$ cat src/rtl/instr_prefetch_buffer_pkg.sv
// Shared fetch-side definitions for the five-stage CPU: fetch FSM encoding,
// instruction width, PC step and default reset PC.
package instr_prefetch_buffer_pkg;

  localparam int unsigned INSTR_W          = 32;
  localparam logic [31:0] PC_STEP          = 32'd4;
  localparam logic [31:0] DEFAULT_RESET_PC = 32'h0000_0000;

  typedef enum logic [1:0] {
    FETCH_IDLE,
    FETCH_WAIT,
    FETCH_DISCARD
  } fetch_state_t;

  typedef struct packed {
    logic [INSTR_W-1:0] ir;
    logic [INSTR_W-1:0] npc;
  } fetch_entry_t;

endpackage

$ cat src/rtl/instr_prefetch_buffer_fifo.sv
// prefetch_fifo: DEPTH-entry {ir, npc} buffer with push/pop/flush and occupancy.
// Flush and reset clear the pointers; the head reads as zero while empty.
module prefetch_fifo
  import instr_prefetch_buffer_pkg::*;
#(
  parameter int unsigned DEPTH = 4
) (
  input  logic                     clk,
  input  logic                     rst,
  input  logic                     push,
  input  logic                     pop,
  input  logic                     flush,
  input  fetch_entry_t             wdata,
  output fetch_entry_t             rdata,
  output logic [$clog2(DEPTH):0]   count,
  output logic                     full,
  output logic                     empty
);

  localparam int unsigned AW = $clog2(DEPTH);
  localparam logic [AW:0] FULL_CNT = (AW+1)'(DEPTH);

  fetch_entry_t   mem [DEPTH];
  logic [AW-1:0]  rd_ptr;
  logic [AW-1:0]  wr_ptr;
  logic           do_push;
  logic           do_pop;

  assign empty   = (count == '0);
  assign full    = (count == FULL_CNT);
  assign do_pop  = pop && !empty;
  assign do_push = push && (!full || do_pop);
  assign rdata   = empty ? '0 : mem[rd_ptr];

  always_ff @(posedge clk) begin
    if (!rst || flush) begin
      rd_ptr <= '0;
      wr_ptr <= '0;
      count  <= '0;
    end else begin
      if (do_push) wr_ptr <= wr_ptr + 1'b1;
      if (do_pop)  rd_ptr <= rd_ptr + 1'b1;
      case ({do_push, do_pop})
        2'b10:   count <= count + 1'b1;
        2'b01:   count <= count - 1'b1;
        default: count <= count;
      endcase
    end
  end

  always_ff @(posedge clk) begin
    if (do_push) mem[wr_ptr] <= wdata;
  end

endmodule

$ cat src/rtl/instr_prefetch_buffer.sv
// Instruction prefetch unit: owns the fetch PC, keeps at most one imem read in
// flight, buffers words in prefetch_fifo. Optional macro: INSTR_PREFETCH_BYPASS_EN.
module instr_prefetch_buffer
  import instr_prefetch_buffer_pkg::*;
#(
  parameter int unsigned DEPTH    = 4,
  parameter logic [31:0] RESET_PC = DEFAULT_RESET_PC
) (
  input  logic        clk,
  input  logic        rst,
  input  logic        redir,
  input  logic [31:0] redir_pc,
  output logic        imem_req,
  output logic [31:0] imem_addr,
  input  logic        imem_ready,
  input  logic        imem_rvalid,
  input  logic [31:0] imem_rdata,
  output logic        out_valid,
  input  logic        out_ready,
  output logic [31:0] out_ir,
  output logic [31:0] out_npc
);

  localparam int unsigned CW = $clog2(DEPTH) + 1;

  fetch_state_t  state, state_nxt;
  logic [31:0]   pc;
  logic [31:0]   req_npc;
  fetch_entry_t  head;
  fetch_entry_t  wr_entry;
  logic [CW-1:0] count;
  logic          full, empty;
  logic          accept, wait_rv, bypass, push, pop;
  logic          room_wait;
  logic          redir_pc_unused;

  assign redir_pc_unused = ^redir_pc[1:0];

  // A new request alongside the returning word must leave room for both.
  assign room_wait = (32'(count) + 32'd1) < DEPTH;

  always_comb begin
    imem_req = 1'b0;
    if (rst && !redir) begin
      case (state)
        FETCH_IDLE: imem_req = !full;
        FETCH_WAIT: imem_req = imem_rvalid && room_wait;
        default:    imem_req = 1'b0;
      endcase
    end
  end

  assign imem_addr = pc;
  assign accept    = imem_req && imem_ready;
  assign wait_rv   = rst && !redir && (state == FETCH_WAIT) && imem_rvalid;

`ifdef INSTR_PREFETCH_BYPASS_EN
  assign bypass = wait_rv && empty;
`else
  assign bypass = 1'b0;
`endif

  assign push      = wait_rv && !(bypass && out_ready);
  assign pop       = !empty && out_ready && !redir;
  assign wr_entry  = '{ir: imem_rdata, npc: req_npc};

  assign out_valid = !empty || bypass;
  assign out_ir    = bypass ? imem_rdata : head.ir;
  assign out_npc   = bypass ? req_npc    : head.npc;

  always_comb begin
    state_nxt = state;
    if (redir) begin
      case (state)
        FETCH_WAIT:    state_nxt = imem_rvalid ? FETCH_IDLE : FETCH_DISCARD;
        FETCH_DISCARD: state_nxt = imem_rvalid ? FETCH_IDLE : FETCH_DISCARD;
        default:       state_nxt = FETCH_IDLE;
      endcase
    end else begin
      case (state)
        FETCH_IDLE:    if (accept) state_nxt = FETCH_WAIT;
        FETCH_WAIT:    if (imem_rvalid) state_nxt = accept ? FETCH_WAIT : FETCH_IDLE;
        FETCH_DISCARD: if (imem_rvalid) state_nxt = FETCH_IDLE;
        default:       state_nxt = FETCH_IDLE;
      endcase
    end
  end

  always_ff @(posedge clk) begin
    if (!rst) begin
      state   <= FETCH_IDLE;
      pc      <= RESET_PC;
      req_npc <= '0;
    end else begin
      state <= state_nxt;
      if (redir) begin
        pc <= {redir_pc[31:2], 2'b00};
      end else if (accept) begin
        pc      <= pc + PC_STEP;
        req_npc <= pc + PC_STEP;
      end
    end
  end

  prefetch_fifo #(.DEPTH(DEPTH)) u_fifo (
    .clk   (clk),
    .rst   (rst),
    .push  (push),
    .pop   (pop),
    .flush (redir),
    .wdata (wr_entry),
    .rdata (head),
    .count (count),
    .full  (full),
    .empty (empty)
  );

endmodule

$ cat config.mk
export PLATFORM = sky130hd
export DESIGN_NAME = instr_prefetch_buffer
export DESIGN_NICKNAME = d
export VERILOG_FILES = /design/src/rtl/instr_prefetch_buffer_pkg.sv /design/src/rtl/instr_prefetch_buffer_fifo.sv /design/src/rtl/instr_prefetch_buffer.sv
export SDC_FILE = /design/constraint.sdc
export NUM_CORES = 1
export LEC_CHECK = 0
export BUFFER_PORTS_ARGS = -buffer_cell sky130_fd_sc_hd__clkbuf_2
export CAP_MARGIN = 20
export CELL_PAD_IN_SITES_DETAIL_PLACEMENT = 0
export CELL_PAD_IN_SITES_GLOBAL_PLACEMENT = 1
export CORE_UTILIZATION = 45
export CTS_BUF_LIST = sky130_fd_sc_hd__clkbuf_8
export CTS_CLUSTER_SIZE = 28
export DETAILED_ROUTE_END_ITERATION = 8
export PLACE_DENSITY = 0.71
export SETUP_SLACK_MARGIN = 0.2
export SYNTH_ARGS = -nofsm -noshare
export SYNTH_HDL_FRONTEND = slang
export SYNTH_SLANG_ARGS = --single-unit
$ cat constraint.sdc
create_clock -name clk -period 4.2 [get_ports clk]
set_input_delay 0.42 -clock clk [delete_from_list [all_inputs] [get_ports clk]]
set_output_delay 0.42 -clock clk [all_outputs]
set_load 0.02 [all_outputs]
==> impl_metrics.ini, run 1 <==
[run_status]
status = finished with violations
violations = DRC

[route]
routed_via_density = 5.687
final_antenna_net_count = 0
vias = 8548
drt_pass1_iterations = 7
drt_iter0_markers = 609
wl_microns = 31690
route.detailed.drc = 8
wire_per_inst_microns = 21.08

[yosys]
synth.avg_cell_area_sq_um = 14.90
yosys-top-cells-area = edfxtp_1, dfxtp_1, mux4_2
synth_top_cell_area_share_pct = 55.06
ys_seq_elements = 319
synthCells = 908
synth-async-reset-ratio_pct = 0
synth_top_flop_cell = edfxtp_1
synth_largest_area_cell = edfxtp_1
synthTopCellsByCount = edfxtp_1, and2_1, dfxtp_1, mux4_2, clkbuf_1
synth.cell_area_sq_mm = 0.01353
synth.distinct_cells = 63
synth_warnings = 0
synth.yosys.seq_area_share_pct = 65.56
synth-edff-count = 248
yosys.cell_count.top_type = edfxtp_1

[place]
place_ws_ps = 1287
port_buffers = 161
dpl-instance-area_sq_mm = 0.01478
place.gp.congestion = 0.7834
place_hpwl_microns = 19030

[timing]
slew_headroom_pct = 29.43
final-hold-violation-count = 0
skew_ps = 27.53
finalCriticalPeriod_ps = 3118
fmax_mhz = 320.7
slew_viol_final = 0
fin_ws_ps = 1082
finalCritPeriodShare_pct = 74.24
max_slew.worst_pin.slew_ps = 1057
setup_viol = 0
rsz0062_at_grt = no
hold_ws_ps = 57.82
tns_ps = 0

[cts]
clk_latency_ps = 580
cts_setup_buffers = 0
cts_resized = 0
cts_hold_buf = 0
numClockSinks = 319
root_buffer = clkbuf_8
cts_buffers = 51
cts_max_path_buffers = 3
cts_tree = yes
htree_levels = 2
clk_pin_slew_ps = 60

[cells_and_area]
fin_nets = 1151
fillCellCount = 2526
drive_above_1_share_pct = 29.59
multiInputGateArea_sq_mm = 0.004319
fin_area_sq_mm = 0.01576
syn_to_final_growth_pct = 16.51
seqCellArea_sq_mm = 0.008876

[hold_path]
holdPathStages = 1
holdCritStartpoint = imem_rdata[26]
hold_end = u_fifo.mem[1][58]
hp-class = in -> reg

[die]
top_level_ports = 168
fp-row-count = 63
core_sq_mm = 0.02964
fp.dieW_microns = 175.4
start_util_pct = 45.64
die-area_sq_mm = 0.03076
die_h_microns = 175.4

[setup_path]
required_ps = 3780
reg2reg_to = req_npc[20]
worst_ep_arrival_time_ps = 2700
crit_type = reg -> out
r2r-start = imem_addr[2]
worst_setup_path_end_kind = primary output
path_max_fanout = 34
reg2reg_depth = 5
cp-start-kind = flop
reg2reg_setup_slack_ps = 1520

[pwr]
vdd_drop_max_uv = 191.3
power.density_mw_per_mm2 = 401.1
power_leakage_uw = 0.005464

[global_routing]
grt_pass1_vias = 8358
grt_use_total_pct = 20.72
overflow = 0
antenna_found_initial = 1
grt_pass1_wl_microns = 48500
grt_max_degree = 65

[flow_run]
max_cap_viol_count = 0
[logic make-up (layout without fill, tap and decap cells)]
kind of cell,Yosys count,in the layout,synth area share (%)
other cells,1,5,0.02772
simple gates,234,234,10.42
compound gates,166,166,8.455
buf+inv,95,296,2.858
fa+ha+maj,10,10,0.9805
flops,319,319,65.56
xor+xnor,20,20,1.295
mux,63,63,10.40
[layout make-up]
class | instances | area share (%)
multi-input cells | 497 | 27.41
well taps | 390 | 3.096
repair buffers | 184 | 6.526
flip-flops and latches | 319 | 56.32
diodes | 1 | 0.01588
inverters | 18 | 0.4287
clock buffers | 57 | 4.978
clock inverters | 37 | 1.231
[metal layers]
layer / wire length, microns / track usage [%] / vias to the layer above
li1: - / - / 3949
met4: 657 / 5.688 / 0
met2: 14840 / 33.45 / 288
met5: 0 / 0 / -
met1: 14150 / 28.65 / 4262
met3: 2032 / 4.091 / 49
[where the power goes]
part	switching [uW]	internal, uW
logic	194	106
clock network	1190	1310
registers	78.1	3440
total	1460	4860
[placed cells by master (no fill, tap or decap), types with 19 or more instances in the layout]
cell type and n:
dfxtp_1 69, buf_4 19, o21ai_0 36, and2_1 68
nand4_1 19, mux4_2 62, clkbuf_8 57, inv_1 33
nand2_1 20, a21oi_1 32, clkbuf_2 161, nand3_1 20
edfxtp_1 248
[how the worst max path moves through the flow]
stage / to / cells past startpoint
4_1_cts: out_ir[11] / 4
2_1_floorplan: u_fifo.mem[0][10] / 4
5_1_grt: out_ir[6] / 4
3_5_place_dp: u_fifo.mem[0][10] / 6
3_3_place_gp: u_fifo.mem[0][7] / 6
6_report: out_ir[10] / 4
[stage by stage]
step / util (%) / cells / power, uW
4_1_cts: 53.17 / 1502 / 6389
6_report: 53.17 / 1503 / 6321
5_1_grt: 53.17 / 1502 / 6553
2_1_floorplan: - / 911 / 3740
3_5_place_dp: 49.86 / 1408 / 3883
3_3_place_gp: 49.86 / 1408 / 3877
[worst max-delay path, stage by stage (launching register included)]
cell	delay (ps)
dfxtp_4	880
buf_12	340
mux4_2	540
and2_1	170
clkbuf_2	150
[state kept, by name, summed over array words and instances (netlist names), named ones only]
signal         cells
state              2
u_fifo.count       3
u_fifo.mem       248
req_npc           30
imem_addr         30
u_fifo.rd_ptr      2
u_fifo.wr_ptr      2
Power figures use the tool's default switching activity.
==> inputs of run 2 (changes only) <==
--- a/config.mk
+++ b/config.mk
@@ -5,6 +5,7 @@
 export SDC_FILE = /design/constraint.sdc
 export NUM_CORES = 1
 export LEC_CHECK = 0
+export ABC_AREA = 1
 export BUFFER_PORTS_ARGS = -buffer_cell sky130_fd_sc_hd__clkbuf_2
 export CAP_MARGIN = 20
 export CELL_PAD_IN_SITES_DETAIL_PLACEMENT = 0
@@ -13,7 +14,7 @@
 export CTS_BUF_LIST = sky130_fd_sc_hd__clkbuf_8
 export CTS_CLUSTER_SIZE = 28
 export DETAILED_ROUTE_END_ITERATION = 8
-export PLACE_DENSITY = 0.71
+export PLACE_DENSITY = 0.75
 export SETUP_SLACK_MARGIN = 0.2
 export SYNTH_ARGS = -nofsm -noshare
 export SYNTH_HDL_FRONTEND = slang
==> constraint.sdc (replaced) <==
create_clock -name clk -period 2.9 [get_ports clk]
set_input_delay 0.29 -clock clk [delete_from_list [all_inputs] [get_ports clk]]
set_output_delay 0.29 -clock clk [all_outputs]
set_load 0.02 [all_outputs]
==> impl_metrics.ini, run 2 <==
[die]
core_sq_mm = 0.02878
fp.dieW_microns = 173.3
top_level_ports = 168
die_h_microns = 173.3
start_util_pct = 45.89
fp-row-count = 62
die-area_sq_mm = 0.03004

[cells_and_area]
final_common_cell = nor2_1
fin_area_sq_mm = 0.01571
mostFrequentLayoutCells = nor2_1, edfxtp_1, nand2_1, clkbuf_2, o21ai_0
num_antenna_cells = 0
regMostFlops = u_fifo.mem
drive_above_1_share_pct = 16.36
fillCellCount = 2583
largest_reg_flops = 248
seqCellArea_sq_mm = 0.008874
post-route-util_pct = 54.57
fin_nets = 1598
syn_to_final_growth_pct = 18.92
multiInputGateArea_sq_mm = 0.003854

[setup_path]
worst_path_largest_cell_delay_ps = 670
worst_ep_arrival_time_ps = 2290
cp-start-kind = flop
path_cells = nor3_4 -> buf_4 -> a21oi_1 -> clkbuf_2
cp_num_buf_inv = 2
required_ps = 2610
r2r-start = imem_addr[2]
reg2reg_depth = 7
crit_type = reg -> out
setup.worst_path.start = u_fifo.count[0]
reg2reg_to = req_npc[16]
critPathTopFamily = buffers and inverters
crit_slowest_cell = buf_4
path_max_fanout = 63
worst_setup_path_end_kind = primary output
reg2reg_setup_slack_ps = 740

[timing]
finalCritPeriodShare_pct = 88.93
setup_viol = 0
tns_ps = 0
rsz0062_at_grt = no
final-hold-violation-count = 0
finalCriticalPeriod_ps = 2579
max_slew.worst_pin.slew_ps = 908.0
slew_viol_final = 0
slew_headroom_pct = 39.40
skew_ps = 24.27
hold_ws_ps = 24.70
fmax_mhz = 387.7

[place]
port_buffers = 161
place_hpwl_microns = 18070
place.gp.congestion = 0.8727
dpl-instance-area_sq_mm = 0.01446

[route]
wire_per_inst_microns = 15.91
drt_pass1_iterations = 5
final_antenna_net_count = 0
routed_via_density = 4.960
drt_iter0_markers = 614
route.detailed.drc = 0
vias = 9637
wl_microns = 30910

[yosys]
ys_seq_elements = 319
synth.cell_area_sq_mm = 0.01321
yosys-top-cells-area = edfxtp_1, dfxtp_1, nor2_1
synthCells = 1319
synth.distinct_cells = 27
yosys.cell_count.top_type = nor2_1
synth-async-reset-ratio_pct = 0
synth_top_cell_area_share_pct = 56.38
synth_largest_area_cell = edfxtp_1
synth_top_flop_cell = edfxtp_1
synth.yosys.seq_area_share_pct = 67.15
synth_warnings = 0
synthTopCellsByCount = nor2_1, edfxtp_1, nand2_1, o21ai_0, a21oi_1
synth.avg_cell_area_sq_um = 10.01
synth-edff-count = 248

[hold_path]
holdPathStages = 5
holdCritStartpoint = redir_pc[8]
hold_end = imem_addr[8]
hp-class = in -> reg

[global_routing]
grt_max_degree = 77
antenna_found_initial = 0
grt_pass1_wl_microns = 49410
grt_use_total_pct = 20.78
overflow = 0
grt_pass1_vias = 9247

[pwr]
vdd_drop_max_uv = 347.4
total_power_uw = 8923
power_leakage_uw = 0.006164
power.density_mw_per_mm2 = 568.1

[cts]
clk_pin_slew_ps = 60
clk_latency_ps = 560
root_buffer = clkbuf_8
numClockSinks = 319
cts_setup_buffers = 0
cts_tree = yes
cts_buffers = 51
cts_max_path_buffers = 3
htree_levels = 2

[run_status]
status = complete, no violations

[flow_run]
max_cap_viol_count = 0
==> run 2: changes by cell type in the layout (fill, tap and decap cells not counted), moves of 62 or more <==
cell,change
a21oi_1,+70
and2_1,-68
mux4_2,-62
nand2_1,+221
nor2_1,+288
o21ai_0,+122
==> run 2: tightest hold or removal path, stage by stage <==
cell and delay (ps):
clkbuf_2 70, nand2_1 40, o21ai_0 60, nand2_1 50, nand2_1 40
==> run 2: kinds of logic (layout without fill, tap and decap cells) <==
group / Yosys count / count (layout) / synth area share, %
AOI/OAI and AO/OA: 275 / 275 / 10.50
xor gates and xnor gates: 6 / 6 / 0.3979
adders and majority gates: 10 / 10 / 1.004
buffers and inverters: 129 / 366 / 4.036
DFF: 319 / 319 / 67.15
other: 1 / 4 / 0.02839
and+or+nand+nor: 579 / 579 / 16.89
==> run 2: worst max path at each step <==
stage                        endpoint  slack, ps  cells past startpoint
CTS                       out_npc[31]        230                      4
floorplan           u_fifo.mem[0][10]        -90                      6
finish                    out_npc[31]        320                      4
global placement          req_npc[16]        790                      7
detailed placement        req_npc[16]        780                      7
global route              out_npc[31]        200                      4
==> run 2: area by class of cell <==
cell class,instances,area share [%]
clock inverter,39,1.028
multi-input combinational,874,24.54
timing repair buffer,211,8.604
inverter,61,1.458
clock buffer,55,4.820
tap,384,3.059
sequential,319,56.50
==> run 2: layer usage <==
metal	up-vias	share of wire, %	track usage (%)
met5	-	0	0
met4	0	1.9	5.863
met3	45	4.7	3.355
met2	242	46	33.17
met1	4495	48	29.41
li1	4855	-	-
==> run 2: stage by stage <==
| step | worst slack (ps) | instances |
|---|---|---|
| after floorplan | -86.65 | 1322 |
| after global placement | 793.0 | 1816 |
| after detailed placement | 779.7 | 1816 |
| after CTS | 234.8 | 1943 |
| after global routing | 201.4 | 1943 |
| final | 321.0 | 1943 |
==> run 2: repair_timing <==
item	CTS	global route
hold endpoints to repair	129	0
endpoints found under the setup margin	0	0
hold buffers	33	0
gates resized for setup	0	0
==> run 2: power by group <==
part | internal (uW) | leakage [uW] | switching, uW | total (uW)
Clock | 1740 | 0.000545 | 1670 | 3410
Sequential | 4970 | 0.00304 | 68.4 | 5030
Combinational | 173 | 0.00258 | 302 | 475
